**src/rtl/id_hazard_scoreboard.sv**
```systemverilog
// Decode-stage hazard and forwarding controller built on a shift-register
// scoreboard of in-flight register writes, with a control-transfer shadow.
module id_hazard_scoreboard #(
  parameter int REG_AW    = 5,
  parameter int DEPTH     = 3,
  parameter int LOAD_LAT  = 1,
  parameter int BR_SHADOW = 3,
  parameter int SELW      = $clog2(DEPTH+1)
) (
  input  logic              clk,
  input  logic              rst,
  input  logic              id_valid,
  input  logic [REG_AW-1:0] id_rs,
  input  logic [REG_AW-1:0] id_rt,
  input  logic              id_use_rs,
  input  logic              id_use_rt,
  input  logic              id_wreg,
  input  logic [REG_AW-1:0] id_rn,
  input  logic              id_m2reg,
  input  logic              id_is_ctrl,
  input  logic              pipe_hold,
  output logic              stall_en,
  output logic              id_fire,
  output logic [SELW-1:0]   alu_a_select,
  output logic [SELW-1:0]   alu_b_select
);

  localparam int SHW = (BR_SHADOW > 0) ? $clog2(BR_SHADOW+1) : 1;

  typedef struct packed {
    logic              v;
    logic              wreg;
    logic [REG_AW-1:0] rn;
    logic              m2reg;
  } ent_t;

  ent_t            ent [1:DEPTH];
  logic [SHW-1:0]  shadow_cnt;

  logic [SELW-1:0] a_k;
  logic [SELW-1:0] b_k;
  logic            a_ld_haz;
  logic            b_ld_haz;
  logic            hazard;
  logic            stall_raw;
  logic            fire_raw;

  function automatic logic hit(ent_t e, logic [REG_AW-1:0] s);
    return e.v && e.wreg && (e.rn == s) && (s != '0);
  endfunction

  // Scan oldest to youngest so the youngest match overwrites.
  always_comb begin
    a_k      = '0;
    b_k      = '0;
    a_ld_haz = 1'b0;
    b_ld_haz = 1'b0;
    for (int k = DEPTH; k >= 1; k--) begin
      if (hit(ent[k], id_rs)) begin
        a_k      = SELW'(k);
        a_ld_haz = ent[k].m2reg && (k <= LOAD_LAT);
      end
      if (hit(ent[k], id_rt)) begin
        b_k      = SELW'(k);
        b_ld_haz = ent[k].m2reg && (k <= LOAD_LAT);
      end
    end
  end

  always_comb begin
    hazard    = (id_use_rs && a_ld_haz) ||
                (id_use_rt && b_ld_haz);
    stall_raw = id_valid &&
                (hazard || (shadow_cnt != '0) ||
                 pipe_hold);
    fire_raw  = id_valid && !stall_raw;
  end

  always_comb begin
    stall_en     = 1'b0;
    id_fire      = 1'b0;
    alu_a_select = '0;
    alu_b_select = '0;
    if (!rst) begin
      stall_en     = stall_raw;
      id_fire      = fire_raw;
      alu_a_select = id_use_rs ? a_k : '0;
      alu_b_select = id_use_rt ? b_k : '0;
    end
  end

  always_ff @(posedge clk) begin
    if (rst) begin
      for (int k = 1; k <= DEPTH; k++)
        ent[k] <= '0;
      shadow_cnt <= '0;
    end else if (!pipe_hold) begin
      for (int k = DEPTH; k >= 2; k--)
        ent[k] <= ent[k-1];
      ent[1] <= '{v: fire_raw, wreg: id_wreg,
                  rn: id_rn, m2reg: id_m2reg};
      if (fire_raw && id_is_ctrl)
        shadow_cnt <= SHW'(BR_SHADOW);
      else if (shadow_cnt != '0)
        shadow_cnt <= shadow_cnt - SHW'(1);
    end
  end

endmodule

```
**config.mk**
```make
export PLATFORM = sky130hd
export DESIGN_NAME = id_hazard_scoreboard
export DESIGN_NICKNAME = d
export VERILOG_FILES = /design/src/rtl/id_hazard_scoreboard.sv
export SDC_FILE = /design/constraint.sdc
export NUM_CORES = 1
export LEC_CHECK = 0
export ABC_AREA = 1
export CORE_MARGIN = 3
export CORE_UTILIZATION = 41
export CTS_BUF_LIST = sky130_fd_sc_hd__clkbuf_2 sky130_fd_sc_hd__clkbuf_4 sky130_fd_sc_hd__clkbuf_8
export DETAILED_ROUTE_END_ITERATION = 10
export GPL_TIMING_DRIVEN = 0
export PLACE_DENSITY = 0.65
export SKIP_CTS_REPAIR_TIMING = 1
export SLEW_MARGIN = 30
export SYNTH_ARGS = -nofsm -noshare
export SYNTH_HDL_FRONTEND = slang
export SYNTH_SLANG_ARGS = --single-unit
```
**constraint.sdc**
```tcl
create_clock -name clk -period 1.94 [get_ports clk]
set_clock_uncertainty 0.2 [all_clocks]
set_input_delay 0.291 -clock clk [delete_from_list [all_inputs] [get_ports clk]]
set_output_delay 0.291 -clock clk [all_outputs]
set_load 0.02 [all_outputs]
```
==> flow_results.org, run 1 <==
** GRT
- Largest net degree at the start of global routing :: 23
- The via count of the first global-routing pass is between 1000 and 1500.
- Global-route congestion overflow total :: 0
- The initial antenna violation count is 0.
- Wire length of the first global-routing pass :: 5.95 mm
- Global Route Usage Sum :: around 17%

** Synth
- Cell accounting for the most synthesized area :: sky130_fd_sc_hd__edfxtp_1
- Yosys printed 0 warnings.
- The synthesized design contains 22 enable-type register cells.
- Post-synthesis async set-or-reset flop share :: 0%
- Leading post-synthesis cells by instance count :: sky130_fd_sc_hd__nand2_1, sky130_fd_sc_hd__nor2_1, sky130_fd_sc_hd__inv_1
- Part of the Yosys area used for sequential elements :: 44.6%
- Count of different cell masters after synthesis :: 28
- Synthesis handed over a netlist of 212 instances.
- Dominant cell by count in the synthesized netlist :: sky130_fd_sc_hd__nand2_1
- Largest cells by area after synthesis :: sky130_fd_sc_hd__edfxtp_1, sky130_fd_sc_hd__nand2_1, sky130_fd_sc_hd__nor2_1, sky130_fd_sc_hd__inv_1, sky130_fd_sc_hd__xnor2_1
- Top cell type's share of synthesized area :: 42.1%
- Yosys reg bits :: 24
- Primary flip-flop cell chosen by synthesis mapping :: sky130_fd_sc_hd__edfxtp_1
- A synthesized cell averages 7.41 um^2.
- Total standard cell area after synthesis :: 0.00157 mm^2
- Synthesized net count :: around 240

** Setup path
- The worst setup path is of the flop to output pin kind.
- Category of the worst setup path launch point :: flop
- The slowest stage of the critical path is the sky130_fd_sc_hd__edfxtp_1 cell.
- The startpoint identified for the worst register-to-register timing path is ent[0][10]$_SDFFCE_PN0P_.
- Arrival time at the worst endpoint :: 1770 ps
- Critical Path RT :: ~1500 ps
- Measured in cells, the most critical reg-to-reg path has a length of 9.
- STA classifies the critical path endpoint as an output pin.
- Category of cells accounting for the largest share of critical-path delay :: simple AND/OR/NAND/NOR gates
- Peak per-stage delay on the critical path :: ~420 ps
- Crit-path cells :: inv_2, o22ai_2, a21oi_1, nand3_1, nor4_4, nand2_1, a21oi_2, buf_4
- Bufs and invs on worst path :: 2
- Of all nets on the critical path, the largest fanout is 3.
- The critical path crosses 8 cells after its start point.
- In this run the worst setup path begins at ent[0][26]$_SDFFCE_PN0P_.

** Place
- The congestion estimate from routability-driven global placement came to 0.799.
- After legalization and detailed placement, the total HPWL measured 2.92 mm.
- Standard cell area after detailed placement :: between 0.0015 and 0.002 mm^2
- Dpl cells :: 287
- Number of buffers inserted by port buffering :: 29

** Final layout
- Post-Layout Inst Area :: 0.00217 mm^2
- Non-filler instance count after layout :: 300
- Relative to the synthesized area, the layout overhead comes to 38.3%.
- Of the cells placed in the final design, the portion with a size suffix greater than 1 is 22.8%.
- Final antenna diode count :: 0
- For this run, the post-layout net count is between 200 and 300.
- Number of inserted filler cells in the final layout :: between 300 and 400

** Power
- Part of the total power dissipated in sequential elements :: 46.7%
- Comb pwr share :: 21.0%
- VDD sags by at most 457 uV.
- Total internal power :: 1010 uW
- P per Cell Area :: 628 mW/mm^2
- Switching component of the power :: 356 uW
- The analysis attributes to cell leakage a power of 0.00104 uW.
- Net switching fraction of the power :: 26.1%
- The completed layout was analyzed and its total power is around 1400 uW.
- The clock network accounts for 32.3% of the total power.

** Run status
- The flow ran to the end, but the final reports show violations.
- The final reports fail on setup timing.

** Timing
- Hold is met by ~270 ps.
- Slew Limit Fails :: 0
- Setup repair after global routing could not meet its margin everywhere.
- Share of the cycle needed by the critical path after routing :: 116%
- Slew @ Worst Pin :: 565 ps
- Setup violations remaining at the end of the flow were counted as 6.
- Final worst slack :: -316 ps
- Clock period minus worst slack :: between 2000 and 2500 ps
- For this run, the top clock speed supported by timing is roughly 440 MHz.
- Max transition margin :: 62.3%
- The count of final hold-check violations was 0.

** Clock tree
- TritonCTS built the clock tree.
- TritonCTS Buffers :: 3
- Max clock buf depth :: 2
- Number of levels in the clock H-tree :: 1
- Clk sinks :: 24
- After clock tree synthesis, the clock-pin slew on the worst setup and hold paths is 90 ps.
- The cell sitting at the root of the clock tree is a sky130_fd_sc_hd__clkbuf_8.
- At the later pin of the worst-skew pair, clock insertion delay measures 270 ps.

** Min path
- Counting instances, the worst hold path has a depth of 2.
- Worst min path class :: flop to flop
- Beginning of the worst hold path :: shadow_cnt[1]$_SDFFE_PP0P_

** Route
- For this block, the initial DRC count from the detailed router was 74.
- The routed design has about 3.8 mm of wire.
- In the final routed layout, each cell accounts on average for approximately 13 um.
- The routed layout has 1475 vias.
- The pre-antenna-repair detailed-routing pass consisted of 4 iterations.
- After detailed routing, the number of vias per cell comes to 4.92.
- Once detail routing completed, the nets flagged for antenna violations numbered 0.
- For this run, design rule violations remaining after detail routing come to 0.

** Floorplanning
- Site row count :: 21
- DIE AREA :: between 0.004 and 0.005 mm^2
- Horizontal extent of the die :: about 68 um
- Initial Utilization :: roughly 45%
- The region available for standard cell placement spans 0.00352 mm^2.
- The die is 67.9 um tall.
- During I/O placement, the number of pins put on the boundary was 30.

** Flow run
- The tool flagged a number of max-cap violations equal to 0.
## metal layers
metal	vias to the layer above	part of all wire, %	track usage [%]
met2	28	47	29.3
met3	2	4.6	2.63
met1	690	48	23.7
met5	-	0	0
met4	0	0.44	3.72
li1	755	-	-
## worst min-delay path, delay by kind of cell (launching register included)
kind	cells	cell delay, ps
flip-flops	1	310
buffers and inverters	1	60
AO/OA/AOI/OAI	1	60
## stage by stage
step	util (%)	worst slack, ps	TNS (ps)
2_1_floorplan	-	94.1	0
3_3_place_gp	54.5	-915	-12400
6_report	61.7	-316	-1140
5_1_grt	61.7	-432	-1890
4_1_cts	56.5	-918	-4960
3_5_place_dp	54.5	-920	-12520
## cell type report
cell class | instances | area, um^2 | share of cell area, %
multi-input combinational | 143 | 791 | 36.4
sequential | 24 | 701 | 32.3
timing repair buffer | 38 | 383 | 17.6
inverter | 43 | 161 | 7.43
tap | 46 | 57.6 | 2.65
clock buffer | 3 | 41.3 | 1.90
clock inverter | 1 | 30.0 | 1.38
buffer | 2 | 7.51 | 0.346
## power groups by stage
stage | Combinational, uW | Sequential, uW | Clock [uW]
6_report | 287 | 637 | 441
5_1_grt | 322 | 641 | 466
4_1_cts | 246 | 635 | 447
3_5_place_dp | 245 | 646 | 0
3_3_place_gp | 242 | 645 | 0
2_1_floorplan | 147 | 635 | 0
## worst paths after layout
path	to	slack, ps
worst max register to register	ent[0][15]$_SDFFCE_PN0P_	140
worst min register to register	shadow_cnt[1]$_SDFFE_PP0P_	270
worst max-delay path	alu_a_select[0]	-320
worst min-delay path	shadow_cnt[1]$_SDFFE_PP0P_	270
## state kept, by name (all words and copies together) (netlist names)
name / count
ent: 22
shadow_cnt: 2
## cell families (layout without fill, tap and decap cells)
logic type,Yosys count,count (layout),share of synthesized area [%]
simple gates,116,116,31.7
buf+inv,45,87,10.8
flops,24,24,44.6
compound gates,17,17,7.09
xor+xnor,9,9,5.02
fa+ha+maj,1,1,0.797
## placed cells by master (no fill, tap or decap)
cell                              instances
sky130_fd_sc_hd__nand2_1                 53
sky130_fd_sc_hd__nor2_1                  31
sky130_fd_sc_hd__inv_1                   28
sky130_fd_sc_hd__edfxtp_1                22
sky130_fd_sc_hd__inv_2                   15
sky130_fd_sc_hd__clkdlybuf4s50_1         13
sky130_fd_sc_hd__buf_4                   11
sky130_fd_sc_hd__dlymetal6s2s_1          10
sky130_fd_sc_hd__nand3_1                  7
sky130_fd_sc_hd__xnor2_1                  6
sky130_fd_sc_hd__nand3_2                  5
sky130_fd_sc_hd__nor2_2                   5
sky130_fd_sc_hd__a21oi_1                  5
sky130_fd_sc_hd__buf_6                    4
sky130_fd_sc_hd__nor2_4                   3
sky130_fd_sc_hd__xor2_1                   3
sky130_fd_sc_hd__a21oi_2                  3
sky130_fd_sc_hd__clkbuf_8                 3
sky130_fd_sc_hd__nand4_1                  2
sky130_fd_sc_hd__o2111ai_1                2
sky130_fd_sc_hd__nand2_2                  2
sky130_fd_sc_hd__nand2_4                  2
sky130_fd_sc_hd__clkbuf_1                 2
sky130_fd_sc_hd__dfxtp_1                  2
sky130_fd_sc_hd__or2_2                    1
sky130_fd_sc_hd__or2_0                    1
sky130_fd_sc_hd__nor3_2                   1
sky130_fd_sc_hd__o22ai_1                  1
sky130_fd_sc_hd__nand3b_1                 1
sky130_fd_sc_hd__a21boi_1                 1
sky130_fd_sc_hd__o22ai_2                  1
sky130_fd_sc_hd__nor4_4                   1
sky130_fd_sc_hd__a211oi_1                 1
sky130_fd_sc_hd__a221oi_1                 1
sky130_fd_sc_hd__nor4_1                   1
sky130_fd_sc_hd__o211a_1                  1
sky130_fd_sc_hd__o21a_1                   1
sky130_fd_sc_hd__ha_1                     1
sky130_fd_sc_hd__bufinv_16                1
Power figures use the tool's default switching activity.
==> inputs of run 2 (changes only) <==
--- a/config.mk
+++ b/config.mk
@@ -12,7 +12,6 @@
 export DETAILED_ROUTE_END_ITERATION = 10
 export GPL_TIMING_DRIVEN = 0
 export PLACE_DENSITY = 0.65
-export SKIP_CTS_REPAIR_TIMING = 1
 export SLEW_MARGIN = 30
 export SYNTH_ARGS = -nofsm -noshare
 export SYNTH_HDL_FRONTEND = slang
==> flow_results.org, run 2 (same netlist as run 1, synthesis figures left out) <==
** Floorplanning
- IO Pins :: 30
- Core ar. :: ~0.0035 mm^2
- After floorplanning, the core was divided into 21 placement rows.
- Once the floorplan was initialized, standard cells occupied 44.6% of the core.
- The die is 67.9 um tall.
- DIE AREA :: 0.00461 mm^2
- Horizontal extent of the die :: 67.9 um

** Setup path
- Largest fanout on the critical path :: 3
- The worst setup path is captured at an output pin.
- Arrival time at the worst endpoint :: 1670 ps
- CP Class :: flop to output pin
- STA puts the critical path data required time at 1450 ps.
- Category of the worst setup path launch point :: flop

** Power
- Share of power burned in the clock network :: ~32%
- Static leakage :: between 0.0009 and 0.001 uW
- In this run the power spent charging and discharging nets is between 300 and 400 uW.
- Power spread over the standard cell area amounts to approximately 630 mW/mm^2.
- Of the total power, the share spent switching nets is 26.2%.
- Part of the total power dissipated in sequential elements :: between 40% and 50%
- Total internal power :: 1010 uW
- VDD sags by at most 452 uV.
- Combinational logic is responsible for a little over a fifth of the overall power.
- Total power for the finished layout comes to 1360 uW.

** Final layout
- Share of final-layout standard cells stronger than drive strength 1 :: 24.8%
- The library cell used most frequently in the layout, excluding fill and tap cells, is sky130_fd_sc_hd__nand2_1.
- Final antenna diode count :: 0
- Post-Layout Inst Area :: ~0.0022 mm^2
- Flip-flop count of the largest register, all copies and words added :: 22
- Synthesis-to-layout area growth :: 37.2%
- Fin nets :: 280
- In the final layout, the registers with the most flip-flops are ent (22), shadow_cnt (2).
- Leading cell types in the layout, fill and taps excluded :: sky130_fd_sc_hd__nand2_1, sky130_fd_sc_hd__nor2_1, sky130_fd_sc_hd__inv_1
- Once layout is complete, the utilization of the core stands at around 60%.
- Top reg by flops :: ent

** Clock tree
- After clock tree synthesis, the clock-pin slew on the worst setup and hold paths is 90 ps.
- TritonCTS built the clock tree.
- Number of levels in the clock H-tree :: 1
- Root buffer cell :: sky130_fd_sc_hd__clkbuf_8
- Max clock buf depth :: 2
- Number of buffers inserted by hold repair at cts :: 0
- The clock drives 24 sinks.
- The number of clock buffers added by TritonCTS is 3.
- For the worst-skew pair, the clock arrives at the later sink with an insertion delay of ~260 ps.

** Route
- Via Count :: ~1500
- Avg WL per Cell :: 13.1 um
- Antenna-violating nets left :: 0
- After detailed routing, the number of remaining DRC violations is 0.
- First-pass iteration count of the detailed router :: 4
- Starting DRT DRC Count :: 107
- The final layout contains routed wiring with a total length of a little under 4 mm.
- Vias per Instance :: between 4 and 5

** GRT
- The first global-routing pass estimated 6.17 mm of wire.
- The via count of the first global-routing pass is 1367.
- Global routing finished with a remaining overflow of 0.
- Entering global routing, the biggest net connects 23 pins.
- The initial antenna violation count was 0.
- Global routing used 17.9% of the available tracks across all layers.

** Flow run
- Max-cap violations in this run came to 0.

** Timing
- Dividing the final minimum period by the clock period gives 111%.
- In the post-route analysis, the smallest setup slack over all paths is -217 ps.
- Max transition margin :: 38.4%
- Based on the critical path, the design can be clocked at up to 464 MHz.
- RSZ-0062 raised after global routing :: yes
- Number of hold violations in the final report :: 0
- Slew @ Worst Pin :: 922 ps
- The number of pins with negative max-slew slack in the final report was 0.
- Aggregate negative setup slack :: -979 ps
- The worst path in the final design needs a cycle of 2160 ps, including I/O delays and setup.
- Number of setup violations in the final report :: 6
- Minimum hold slack :: 269 ps

** Place
- Routability-driven placement finished with a final weighted congestion of 0.799.
- Number of buffers inserted by port buffering :: 29
- Once detailed placement completed, the half-perimeter wirelength came to 2.92 mm.
- Standard cell area after detailed placement :: 0.00192 mm^2

** Run status
- The final reports fail on setup timing.
- Result of the run :: complete, but fails checks

** Min path
- Worst min path class :: flop to flop
run 2: worst max-delay path: stages (launching register included):
cell                       delay, ps
sky130_fd_sc_hd__edfxtp_1        390
sky130_fd_sc_hd__buf_4           130
sky130_fd_sc_hd__nand2_1          40
sky130_fd_sc_hd__nand2_1         120
sky130_fd_sc_hd__nand2_1          90
sky130_fd_sc_hd__nor2_2          120
sky130_fd_sc_hd__nand3_2          90
sky130_fd_sc_hd__nand2_2          90
sky130_fd_sc_hd__nand2_2          70
sky130_fd_sc_hd__a21oi_2         130
sky130_fd_sc_hd__buf_6           130
run 2: layer usage:
| layer | global-route usage, % | vias to the layer above | part of all wire (%) | wire (um) |
|---|---|---|---|---|
| met2 | 30.5 | 36 | 46 | 1820 |
| met1 | 24.0 | 688 | 48 | 1870 |
| met5 | 0 | - | 0 | 0 |
| met4 | 3.72 | 0 | 0.43 | 17 |
| met3 | 2.79 | 2 | 5.6 | 219 |
| li1 | - | 753 | - | - |
run 2: path summary, 6_finish.rpt:
path / from / end / slack (ps) / depth (start not counted)
worst max register to register: ent[0][11]$_SDFFCE_PN0P_ / shadow_cnt[1]$_SDFFE_PP0P_ / 130 / 13
worst min register to register: shadow_cnt[1]$_SDFFE_PP0P_ / shadow_cnt[1]$_SDFFE_PP0P_ / 270 / 2
worst min-delay path: shadow_cnt[1]$_SDFFE_PP0P_ / shadow_cnt[1]$_SDFFE_PP0P_ / 270 / 2
worst max-delay path: ent[0][11]$_SDFFCE_PN0P_ / stall_en / -220 / 10
run 2: repair_timing:
item                                    CTS  global route
buffers inserted                          6             3
gates resized for setup                  55            20
pin swaps                                 9            13
endpoints found under the setup margin    6            30
run 2: stage by stage:
stage	std cells	worst slack (ps)
floorplan	212	94.1
global placement	287	-915
detailed placement	287	-920
CTS	297	-315
global route	300	-367
finish	300	-217
run 2: area by class of cell:
type	instances	area, um^2
Fill cell	337	1370
Multi-Input combinational cell	143	805
Sequential cell	24	701
Timing Repair Buffer	38	352
Inverter	43	161
Tap cell	46	57.6
Clock buffer	3	41.3
Clock inverter	1	30.0
Buffer	2	7.51
run 2: power groups by stage:
stage	sequential [uW]	clock [uW]	combinational, uW
floorplan	635	0	147
global placement	645	0	242
detailed placement	646	0	245
CTS	634	447	255
global route	641	466	320
finish	637	440	286
